`config.mk`:
```
export PLATFORM = sky130hd
export DESIGN_NAME = sumador_serie
export DESIGN_NICKNAME = d
export VERILOG_FILES = /design/src/rtl/sumador_pkg.sv /design/src/rtl/sumador_digito.sv /design/src/rtl/sumador_serie.sv
export SDC_FILE = /design/constraint.sdc
export NUM_CORES = 1
export LEC_CHECK = 0
export ABC_AREA = 1
export BUFFER_PORTS_ARGS = -buffer_cell sky130_fd_sc_hd__buf_4
export CORE_ASPECT_RATIO = 0.7
export CORE_MARGIN = 4
export CORE_UTILIZATION = 52
export CTS_BUF_LIST = sky130_fd_sc_hd__clkbuf_8
export DETAILED_ROUTE_END_ITERATION = 6
export HOLD_SLACK_MARGIN = 0.06
export PLACE_DENSITY = 0.79
export SYNTH_ARGS = -nofsm -noshare
export SYNTH_HDL_FRONTEND = slang
export SYNTH_SLANG_ARGS = --single-unit
export TNS_END_PERCENT = 20
```
`constraint.sdc`:
```
create_clock -name Reloj -period 1.3 [get_ports Reloj]
set_input_delay 0 -clock Reloj [delete_from_list [all_inputs] [get_ports Reloj]]
set_output_delay 0 -clock Reloj [all_outputs]
set_load 0.05 [all_outputs]
```
`src/rtl/sumador_pkg.sv`:
```
`default_nettype none
// +--------------------------------------------------------------------+
// | Module  : sumador_pkg                                              |
// | Purpose : Shared definitions for the digit-serial adder: FSM state |
// |           encoding and the digit-counter width helper.             |
// | Ports   : none (package)                                           |
// | Rev     : 1.0  initial release                                     |
// +--------------------------------------------------------------------+
package sumador_pkg;

  typedef enum logic [1:0] {
    REPOSO  = 2'd0,
    SUMANDO = 2'd1,
    FIN     = 2'd2
  } estado_t;

  // Counter must hold 0..N-1 with N = ancho/digito; never narrower than 1 bit.
  function automatic int ancho_contador(input int ancho, input int digito);
    int n;
    n = ancho / digito;
    return (n > 1) ? $clog2(n) : 1;
  endfunction

endpackage
`default_nettype wire

```
`src/rtl/sumador_digito.sv`:
```
`default_nettype none
// +--------------------------------------------------------------------+
// | Module  : sumador_digito                                           |
// | Purpose : Combinational DIGITO-bit ripple adder built from         |
// |           cascaded full-adder cells.                               |
// | Ports   : A, B            - DIGITO-bit addends                     |
// |           AcarreoEntrada  - carry into bit 0                       |
// |           Suma            - DIGITO-bit sum                         |
// |           AcarreoSalida   - carry out of bit DIGITO-1              |
// | Rev     : 1.0  initial release                                     |
// +--------------------------------------------------------------------+
module sumador_digito #(
  parameter int DIGITO = 1
) (
  input  logic [DIGITO-1:0] A,
  input  logic [DIGITO-1:0] B,
  input  logic              AcarreoEntrada,
  output logic [DIGITO-1:0] Suma,
  output logic              AcarreoSalida
);

  logic [DIGITO:0] w_c;

  assign w_c[0] = AcarreoEntrada;

  for (genvar i = 0; i < DIGITO; i++) begin : g_celda
    assign Suma[i]    = A[i] ^ B[i] ^ w_c[i];
    assign w_c[i + 1] = (A[i] & B[i]) | (w_c[i] & (A[i] ^ B[i]));
  end

  assign AcarreoSalida = w_c[DIGITO];

endmodule
`default_nettype wire

```
`src/rtl/sumador_serie.sv`:
```
`default_nettype none
// +--------------------------------------------------------------------+
// | Module  : sumador_serie                                            |
// | Purpose : Digit-serial adder. Adds X + Y + AcarreoEntrada, DIGITO  |
// |           bits per clock, with a registered carry between digits.  |
// |           Start/busy/done handshake; result held until the next    |
// |           completed operation.                                     |
// | Ports   : Reloj, Reset (async, active-high)                        |
// |           Inicio, X, Y, AcarreoEntrada  - request and operands     |
// |           Resta (only with SUMADOR_SERIE_RESTA_EN) - subtract X-Y  |
// |           Ocupado, Listo                - status                   |
// |           Salida, AcarreoSalida         - registered result        |
// | Options : `define SUMADOR_SERIE_RESTA_EN adds the Resta input.     |
// | Rev     : 1.0  initial release                                     |
// +--------------------------------------------------------------------+
module sumador_serie
  import sumador_pkg::*;
#(
  parameter int ANCHO  = 8,
  parameter int DIGITO = 1
) (
  input  logic             Reloj,
  input  logic             Reset,
  input  logic             Inicio,
  input  logic [ANCHO-1:0] X,
  input  logic [ANCHO-1:0] Y,
  input  logic             AcarreoEntrada,
`ifdef SUMADOR_SERIE_RESTA_EN
  input  logic             Resta,
`endif
  output logic             Ocupado,
  output logic             Listo,
  output logic [ANCHO-1:0] Salida,
  output logic             AcarreoSalida
);

  localparam int              C_N      = ANCHO / DIGITO;
  localparam int              C_CW     = ancho_contador(ANCHO, DIGITO);
  localparam logic [C_CW-1:0] C_ULTIMO = C_CW'(C_N - 1);

  if ((DIGITO < 1) || (DIGITO > ANCHO) || ((ANCHO % DIGITO) != 0)) begin : g_param_invalido
    $error("sumador_serie: ANCHO must be a multiple of DIGITO and 1 <= DIGITO <= ANCHO");
  end

  estado_t           r_estado;
  estado_t           w_estado_sig;
  logic              w_aceptar;
  logic [ANCHO-1:0]  r_a;
  logic [ANCHO-1:0]  r_b;
  logic              r_acarreo;
  logic [C_CW-1:0]   r_cuenta;
  logic [ANCHO-1:0]  r_suma;
  logic [ANCHO-1:0]  r_salida;
  logic              r_acarreo_salida;
  logic [ANCHO-1:0]  w_b_carga;
  logic              w_c_carga;
  logic [DIGITO-1:0] w_digito;
  logic              w_acarreo;
  logic [ANCHO-1:0]  w_suma_sig;

  // Subtraction is X + ~Y + 1: invert Y on capture and force the initial carry.
  always_comb begin
    w_b_carga = Y;
    w_c_carga = AcarreoEntrada;
`ifdef SUMADOR_SERIE_RESTA_EN
    if (Resta) begin
      w_b_carga = ~Y;
      w_c_carga = 1'b1;
    end
`endif
  end

  sumador_digito #(
    .DIGITO (DIGITO)
  ) u_digito (
    .A              (r_a[DIGITO-1:0]),
    .B              (r_b[DIGITO-1:0]),
    .AcarreoEntrada (r_acarreo),
    .Suma           (w_digito),
    .AcarreoSalida  (w_acarreo)
  );

  // New digit enters at the top; after N digits the first one sits at bit 0.
  if (DIGITO == ANCHO) begin : g_sin_desplazar
    assign w_suma_sig = w_digito;
  end else begin : g_desplazar
    assign w_suma_sig = {w_digito, r_suma[ANCHO-1:DIGITO]};
  end

  always_comb begin
    w_estado_sig = r_estado;
    w_aceptar    = 1'b0;
    Ocupado      = 1'b0;
    Listo        = 1'b0;
    case (r_estado)
      REPOSO: begin
        if (Inicio) begin
          w_aceptar    = 1'b1;
          w_estado_sig = SUMANDO;
        end
      end
      SUMANDO: begin
        Ocupado = 1'b1;
        if (r_cuenta == C_ULTIMO) begin
          w_estado_sig = FIN;
        end
      end
      FIN: begin
        Listo = 1'b1;
        if (Inicio) begin
          w_aceptar    = 1'b1;
          w_estado_sig = SUMANDO;
        end else begin
          w_estado_sig = REPOSO;
        end
      end
      default: begin
        w_estado_sig = REPOSO;
      end
    endcase
  end

  always_ff @(posedge Reloj or posedge Reset) begin
    if (Reset) begin
      r_estado         <= REPOSO;
      r_a              <= '0;
      r_b              <= '0;
      r_acarreo        <= 1'b0;
      r_cuenta         <= '0;
      r_suma           <= '0;
      r_salida         <= '0;
      r_acarreo_salida <= 1'b0;
    end else begin
      r_estado <= w_estado_sig;
      if (w_aceptar) begin
        r_a       <= X;
        r_b       <= w_b_carga;
        r_acarreo <= w_c_carga;
        r_cuenta  <= '0;
      end else if (r_estado == SUMANDO) begin
        r_a       <= r_a >> DIGITO;
        r_b       <= r_b >> DIGITO;
        r_acarreo <= w_acarreo;
        r_cuenta  <= r_cuenta + C_CW'(1);
        r_suma    <= w_suma_sig;
        // Publish on the edge that enters FIN so the result is valid with Listo.
        if (r_cuenta == C_ULTIMO) begin
          r_salida         <= w_suma_sig;
          r_acarreo_salida <= w_acarreo;
        end
      end
    end
  end

  assign Salida        = r_salida;
  assign AcarreoSalida = r_acarreo_salida;

endmodule
`default_nettype wire
```
Yosys cells after proc, flatten, opt, wreduce, memory -nomap -nowiden
Index checks and enable logic that the tools add are counted.
Widths: inputs -> output; s select.
{"block": "word_totals", "regBits": 39, "latch_bits": 0, "ramBits": 0, "mem_bits_ro": 0, "in_bits": 20, "output_inout_bits": 11, "mem_count": 0}
{"block": "classes", "addsub": 1, "multipliers": 0, "div_mod_pow": 0, "magnitude_cmp": 0, "n_eq_ne": 5, "shifts": 0, "mux": 16, "n_bitwise": 6, "n_reduce_logical": 6}
{"cell": "$mux 8", "count": 4}
{"cell": "$mux 1", "count": 7}
{"cell": "$mux 3", "count": 2}
{"cell": "$pmux 2 s3", "count": 1}
{"cell": "$mux 2", "count": 2}
{"cell": "$reduce_and 2->1", "count": 2}
{"cell": "$add 3x1->3 const B", "count": 1}
{"cell": "$eq 3x3->1 const B", "count": 1}
{"cell": "$reduce_and 3->1", "count": 1}
{"cell": "$and 1x1->1", "count": 2}
{"cell": "$eq 2x1->1 const B", "count": 1}
{"cell": "$eq 2x2->1 const B", "count": 1}
{"cell": "$logic_not 2->1", "count": 1}
{"cell": "$ne 2x1->1 const B", "count": 1}
{"cell": "$ne 2x2->1 const B", "count": 1}
{"cell": "$reduce_bool 2->1", "count": 1}
{"cell": "$reduce_or 2->1", "count": 1}
{"cell": "$xor 1x1->1", "count": 2}
{"cell": "$not 1->1", "count": 1}
{"cell": "$or 1x1->1", "count": 1}

Depth between registers and ports, before layout
Gate-level depths: netlist (run 1).
{"block": "logic_depth", "word_depth": 5, "depth_mapped": 7, "depth_no_buf": 6}

Cells and area by module
A second synthesis (run 1) with hierarchy kept.
{"block": "unflattened", "hier_cells": 212, "area_unflattened_um2": 1737.9}
{"module": "sumador_serie", "n_inst": 1, "cells_each": 211, "area_each_um2": 1717.9}
{"module": "sumador_digito", "n_inst": 1, "cells_each": 1, "area_each_um2": 20.0}

Worst setup path before layout (run 1)
OpenSTA, ideal clock, no wires.
{"block": "synth_path", "kind": "reg-to-reg", "start": "reg r_estado[0]", "end": "reg r_acarreo_salida (netlist: AcarreoSalida)", "t_arrival_ns": 1.282, "t_required_ns": 1.180, "setup_slack_ns": -0.102, "path_stages_with_launch": 7, "path_buffers": 1, "period_less_slack_ns": 1.402, "path_cell_list": "dfrtp_1 > inv_2 > nor2_4 > nand2_2 > buf_4 > nand2_1 > o21ai_2"}
{"block": "synth_via", "elab_chain_len": 5, "elab_cells_between_ends": 7, "classes_between": "eq/ne (2); mux (1); bitwise (1); reduce/logical (3)"}
{"item": "start, declared", "line_no": "sumador_serie.sv:45", "rtl": "estado_t r_estado;"}
{"item": "start signal, assigned", "line_no": "sumador_serie.sv:134", "rtl": "r_estado <= w_estado_sig;"}
{"item": "$eq 2x2->1 / $logic_not 2->1 (equally long branches)", "line_no": "sumador_serie.sv:95", "rtl": "case (r_estado)"}
{"item": "$reduce_or 2->1 (no source line)"}
{"item": "$mux 1"}
{"item": "$not 1->1 (no source line)"}
{"item": "$reduce_and 3->1 (no source line) (*)"}
{"item": "end signal, assigned", "line_no": "sumador_serie.sv:149", "rtl": "r_acarreo_salida <= w_acarreo;"}
{"item": "end, declared", "line_no": "sumador_serie.sv:54", "rtl": "logic r_acarreo_salida;"}
Mark *: on every way between the ends. The rest lies on a longest branch, timed or not.
A chain may end at the register's enable or synchronous reset.

Worst setup path in the final report (run 1)
{"block": "layout_path", "start": "reg r_estado[1]", "end": "out Listo"}
{"block": "layout_via", "elab_chain_len": 2}
{"item": "$eq 2x2->1", "line_no": "sumador_serie.sv:95"}
{"item": "$mux 1", "line_no": "sumador_serie.sv:95"}
{"item": "end, declared", "line_no": "sumador_serie.sv:32", "rtl": "output logic Listo,"}
No other way between the ends.

==> results of run 1 <==
[worst paths after layout]
path | startpoint | to | slack [ns] | cells past startpoint
max | r_estado[1] | Listo | 0.08 | 4
min | Inicio | r_a[3] | 0.1 | 4
max reg2reg | r_cuenta[0] | Salida[4] | 0.08 | 6
min reg2reg | r_b[2] | r_b[2] | 0.48 | 2
max in group asynchronous | Reset | r_estado[0] | 0.59 | 4
min in group asynchronous | Reset | r_cuenta[2] | 0.37 | 4
[sequential cells by signal (all words and copies together), names as in the netlist]
register,cells
AcarreoSalida,1
Salida,8
r_a,8
r_acarreo,1
r_b,8
r_cuenta,3
r_estado,2
r_suma,7
[routing by layer]
layer / global-route usage (%) / vias up
li1: - / 759
met1: 25.5 / 669
met2: 30.4 / 32
met3: 6.09 / 6
met4: 6.85 / 0
met5: 0 / -
[timing repair]
action | 4_1_cts | 5_1_grt
endpoints found under the hold margin | 55 | 0
hold buffers | 18 | 0
setup buffers | 1 | 1
gates resized for setup | 4 | 3
setup endpoints to repair | 2 | 9
pin swaps | 0 | 1
[cell families (layout without fill, tap and decap cells)]
kind of cell,Yosys count,in the layout
compound gates,18,18
fa+ha+maj,3,3
flops,38,38
buf+inv,40,102
simple gates,111,111
[layout make-up]
type | instances | area (µm²) | share of cell area, %
clock buffers | 6 | 82.6 | 3.46
flip-flops and latches | 38 | 952 | 39.9
clock inverters | 2 | 8.76 | 0.367
multi-input cells | 132 | 652 | 27.3
well taps | 38 | 47.5 | 1.99
repair buffers | 59 | 508 | 21.3
inverters | 35 | 134 | 5.61
[worst register-to-register path: stages, from the launching register on]
cell and delay [ns]:
dfrtp_1 0.40, ha_1 0.22, ha_2 0.20, nand2_4 0.07, buf_12 0.14, nand2_1 0.07, o21ai_2 0.05
[power by group through the flow]
stage,Sequential (mW),Combinational [mW],Clock [mW]
after global placement,2.06,2.65,0
after floorplan,2.44,1.57,0
after CTS,2.05,2.81,0.836
final,2.06,2.82,0.822
after detailed placement,2.08,2.71,0
after global routing,2.13,3.20,0.898
[stage by stage]
step	std cells	TNS [ns]
3_5_place_dp	283	0
3_3_place_gp	283	0
4_1_cts	310	0
6_report	310	0
5_1_grt	310	0
2_1_floorplan	210	-0.0688
[placed cells by master, fill, tap and decap left out]
master / synthesis / final
o21ai_0: 9 / 8
inv_1: 32 / 33
ha_2: 0 / 1
buf_12: 0 / 1
dlygate4sd3_1: 0 / 18
nor2_4: 1 / 2
clkinv_2: 0 / 1
o21ai_1: 0 / 1
nand2_1: 81 / 80
o21ai_2: 8 / 8
buf_6: 1 / 2
inv_2: 2 / 2
ha_1: 2 / 1
dfrtp_2: 0 / 1
nand2_4: 1 / 2
nand2_2: 3 / 3
inv_4: 1 / 1
nor2_2: 1 / 1
nand3_1: 22 / 22
clkbuf_8: 0 / 6
buf_4: 1 / 38
a21oi_1: 1 / 1
nor2_1: 2 / 1
dfrtp_1: 38 / 37
fa_1: 1 / 1
==> flow_summary.ini, run 1 <==
[status]
status = completed

[detailed_routing]
first_pass_iters = 4
met2_length_mm = 1.72
drt_iter0_markers = 85
post_drt_wl_per_cell_um = 11.8
drc = 0
highest_layer = met4
wl_met1_mm = 1.67
viasPerCell = 4.73
wirelength_mm = 3.65
final_antenna_net_count = 0
wl_met3_um = 193
num_vias = 1466

[clock_tree]
clock_sinks = 38
clock_path_buffers = 2
cts.htree.levels = 2
clk_pin_slew_ns = 0.07
cts_buffers = 5
cts_tree = done
clk-insertion-delay-late_ns = 0.29
cts-root-buf = clkbuf_8

[finish]
area.growth.synth_to_final_pct = 36.0
final_nets = 294
postLayoutCellArea_mm2 = 0.00238
final_core_util_pct = 74.7
fillers = 242
diodes = 0
drive_above_1_share_pct = 25.4

[power]
switching_power_mw = 2.51
switching_share_pct = 44.0
irDropWorstVdd_mv = 1.84
leakage_nw = 1.32
power_frac_comb_pct = 49.5
internal-power_mw = 3.19
seq_power_share_pct = 36.1
power_mw = 5.70
cellPowerDensity_mw_per_mm2 = 2390
pwr-share-clk_pct = 14.4

[synthesis]
synth.area.top_cells = dfrtp_1 54%, nand2_1 17%, inv_1 6.9%
syn_avg_cell_area_um2 = 8.35
synth_top_cell_by_area = dfrtp_1
ys_warn_count = 0
synthXorXnorAreaFrac_pct = 0
yosysSeqAreaShare_pct = 54.2
mappedNetlistNets = 233
synthMuxAreaShare_pct = 0
synth_edf_count = 0
synth_top_cell_area_share_pct = 54.2
synth-compound-area-share_pct = 6.85
synthFlopType = dfrtp_1
synth.most_common_cell = nand2_1
synth-adder-area-share_pct = 2.57
synth_top_family_by_area = simple AND/OR/NAND/NOR gates
synth_cell_type_count = 19
synth-seq-cells = 38
netlist_area_mm2 = 0.00175
async_flop_share_pct = 100
syn_inst = 210
synth_commonest_cells = 81 x nand2_1, 38 x dfrtp_1, 32 x inv_1
synthSimpleGateAreaFrac_pct = 26.8

[flow_run]
max-cap-violations = 0

[placed_design]
placed_area_mm2 = 0.00209
gp_congestion = 0.765
io_buffer_count = 30
pre_cts_slack_ns = 0.0583
hpwl_mm = 2.33

[die]
die_area_mm2 = 0.00438
die_h_um = 56.6
core_area_mm2 = 0.00319
row_count = 17
die_x_um = 77.4
ios = 31
start_util_pct = 54.9

[critical_path]
start_kind = register
crit_required_ns = 1.30
cp_top_family = flip-flops
cp_slowest_cell = dfrtp_1
critical_path_class = reg -> out
crit_chain = inv_2 -> buf_4 -> nor2_4 -> buf_6
worstPathMaxFanout = 9
end_kind = output pin
critPathArrivalTime_ns = 1.22
path_buf_inv = 3
max_stage_delay_ns = 0.41

[sta]
setup_violations = 0
worstMarginPinSlew_ns = 0.460
finClkSkew_ns = 0.00503
fin_crit_ns = 1.22
grt_setup_unrepaired = no
whs_ns = 0.0960
layout_worst_path_cycle_share_pct = 93.7
finalMaxSlewViolations = 0
relSlewSlack_pct = 69.3
finalHoldViolCount = 0
worst_slack_ns = 0.0813
fmax_ghz = 0.821

[grt]
grt_overflow = 0
grt_max_degree = 39
grt_pass1_wl_mm = 6.60
grtUsageTotal_pct = 19.4
antenna_found_initial = 0
grt_pass1_vias = 1439

[min_path]
hp-class = in -> reg
No activity file was read; power rests on OpenSTA's default activity.
==> run 2: changes to the inputs <==
--- a/config.mk
+++ b/config.mk
@@ -5,15 +5,14 @@
 export SDC_FILE = /design/constraint.sdc
 export NUM_CORES = 1
 export LEC_CHECK = 0
-export ABC_AREA = 1
 export BUFFER_PORTS_ARGS = -buffer_cell sky130_fd_sc_hd__buf_4
 export CORE_ASPECT_RATIO = 0.7
 export CORE_MARGIN = 4
-export CORE_UTILIZATION = 52
+export CORE_UTILIZATION = 51
 export CTS_BUF_LIST = sky130_fd_sc_hd__clkbuf_8
 export DETAILED_ROUTE_END_ITERATION = 6
 export HOLD_SLACK_MARGIN = 0.06
-export PLACE_DENSITY = 0.79
+export PLACE_DENSITY = 0.78
 export SYNTH_ARGS = -nofsm -noshare
 export SYNTH_HDL_FRONTEND = slang
 export SYNTH_SLANG_ARGS = --single-unit
==> flow_summary.ini, run 2 <==
[status]
status = finished with violations
violations = setup timing

[finish]
postLayoutCellArea_mm2 = 0.00233
final_nets = 231
area.growth.synth_to_final_pct = 37.6
final_common_cell = buf_4
diodes = 0
final_cell_mix = 40 x buf_4, 37 x dfrtp_1, 23 x nand2_1
fillers = 212
final_core_util_pct = 73.4
drive_above_1_share_pct = 32.1

[synthesis]
synth_top_cell_by_area = dfrtp_1
synth.area.top_cells = dfrtp_1 56%, mux2_4 8.0%, nand2_1 5.1%
netlist_area_mm2 = 0.00169
synth_cell_type_count = 26
synth_top_cell_area_share_pct = 56.2
async_flop_share_pct = 100
syn_avg_cell_area_um2 = 11.3
synthXorXnorAreaFrac_pct = 0
synthSimpleGateAreaFrac_pct = 16.6
synthFlopType = dfrtp_1
synth-adder-area-share_pct = 2.66
synth-seq-cells = 38
synth-compound-area-share_pct = 8.65
synth_commonest_cells = 38 x dfrtp_1, 23 x nand2_1, 13 x nor2_1
synth.most_common_cell = dfrtp_1
yosysSeqAreaShare_pct = 56.2
mappedNetlistNets = 173
synthMuxAreaShare_pct = 11.0
ys_warn_count = 0
synth_edf_count = 0
syn_inst = 150
synth_top_family_by_area = simple AND/OR/NAND/NOR gates

[min_path]
hp-class = in -> reg

[critical_path]
worstPathMaxFanout = 2
critical_path_class = reg -> reg
crit_required_ns = 1.48
start_kind = register
max_stage_delay_ns = 0.39
end_kind = register
cp_slowest_cell = dfrtp_1
critPathArrivalTime_ns = 1.54
crit_chain = ha_2 -> ha_4 -> mux2_2 -> a22o_1

[sta]
fin_crit_ns = 1.37
worst_slack_ns = -0.0654
finClkSkew_ns = 0.00798
layout_worst_path_cycle_share_pct = 105
fin_setup_tns_ns = -0.0941
fmax_ghz = 0.732
setup_violations = 6
finalHoldViolCount = 0
worstMarginPinSlew_ns = 0.482
grt_setup_unrepaired = yes
finalMaxSlewViolations = 0
relSlewSlack_pct = 67.9

[flow_run]
max-cap-violations = 0

[die]
ios = 31
core_area_mm2 = 0.00317
die_area_mm2 = 0.00432
row_count = 17
start_util_pct = 53.4
die_h_um = 56.2
die_x_um = 76.8

[detailed_routing]
num_vias = 1314
drt_iter0_markers = 107
post_drt_wl_per_cell_um = 14.5
drc = 0
wirelength_mm = 3.58
final_antenna_net_count = 0
viasPerCell = 5.32
first_pass_iters = 5

[power]
internal-power_mw = 3.58
seq_power_share_pct = 35.7
pwr-share-clk_pct = 16.4
switching_share_pct = 39.9
leakage_nw = 1.13
irDropWorstVdd_mv = 1.34
power_mw = 5.96
switching_power_mw = 2.38
power_frac_comb_pct = 47.9
cellPowerDensity_mw_per_mm2 = 2560

[clock_tree]
clock_sinks = 38
clk_pin_slew_ns = 0.07
cts_buffers = 5
clock_path_buffers = 2
cts.htree.levels = 2
cts-root-buf = clkbuf_8
clk-insertion-delay-late_ns = 0.29
cts_tree = done

[grt]
grtUsageTotal_pct = 17.0
grt_max_degree = 39
grt_pass1_wl_mm = 5.71
grt_overflow = 0
antenna_found_initial = 0
grt_pass1_vias = 1279

[placed_design]
hpwl_mm = 2.35
io_buffer_count = 30
placed_area_mm2 = 0.00198
gp_congestion = 0.778
run 2: changes by cell type in the layout (fill, tap and decap cells not counted), moves of 4 or more:
| cell | before | now |
|---|---|---|
| nor3_1 | 0 | 11 |
| nand2_1 | 80 | 23 |
| nor2_1 | 1 | 13 |
| o22ai_1 | 0 | 11 |
| o21ai_2 | 8 | 0 |
| nor2b_1 | 0 | 4 |
| nand3_1 | 22 | 5 |
| mux2_4 | 0 | 9 |
| mux2i_1 | 0 | 4 |
| o21ai_0 | 8 | 4 |
| inv_1 | 33 | 2 |
run 2: worst paths after layout:
kind                             start     endpoint  slack (ns)  depth (start not counted)
max in group asynchronous        Reset  r_estado[0]        0.56                          4
min                             Inicio    r_acarreo        0.10                          3
min reg2reg                  r_suma[1]    r_suma[1]        0.48                          2
max reg2reg                r_cuenta[0]  r_cuenta[2]       -0.07                          4
max                        r_cuenta[0]  r_cuenta[2]       -0.07                          4
min in group asynchronous        Reset    Salida[7]        0.37                          4
run 2: cells by family after synthesis:
kind of cell	count (synthesis)
mux	14
compound gates	23
buf+inv	13
flops	38
simple gates	59
fa+ha+maj	3
run 2: power groups by stage:
stage	combinational (mW)	sequential [mW]	clock, mW
final	2.86	2.12	0.977
after global routing	3.11	2.18	1.06
after CTS	2.79	2.12	0.996
after detailed placement	2.67	2.14	0
after global placement	2.57	2.10	0
after floorplan	1.59	2.51	0
run 2: per-layer routing:
layer,GRT usage (%),routed length [µm],up-vias
met1,20.4,1560,629
li1,-,-,630
met3,5.34,196,11
met4,5.94,51,0
met5,0,0,-
met2,28.9,1770,44
run 2: area by class of cell:
cell class,count,area [µm²],share of cell area (%)
multi-input combinational,100,684,29.4
clock buffer,5,68.8,2.96
clock inverter,3,40.0,1.72
tap,38,47.5,2.04
sequential,38,952,40.9
timing repair buffer,60,510,21.9
inverter,3,23.8,1.02
run 2: per-stage QoR:
stage / cells / setup WS (ns) / hold WS (ns)
after floorplan: 150 / -0.0318 / 0.128
after global placement: 218 / -0.0390 / 0.135
after detailed placement: 218 / -0.0887 / 0.152
after CTS: 245 / -0.0559 / 0.0945
after global routing: 247 / -0.105 / 0.127
final: 247 / -0.0654 / 0.101
run 2: timing repair:
| item | in CTS | in global routing |
|---|---|---|
| gates resized for setup | 3 | 4 |
| pin swaps | 2 | 3 |
| endpoints found under the hold margin | 55 | 0 |
| setup buffers | 1 | 1 |
| endpoints found under the setup margin | 11 | 12 |
| cloned | 0 | 1 |
| hold buffers | 18 | 0 |
run 2: worst max-delay path: cells and delay by family, from the launching register on:
family | cells | cell delay, ns
AO/OA/AOI/OAI | 1 | 0.20
flip-flops | 1 | 0.39
adder cells (fa/ha/maj) | 2 | 0.41
multiplexers | 1 | 0.26
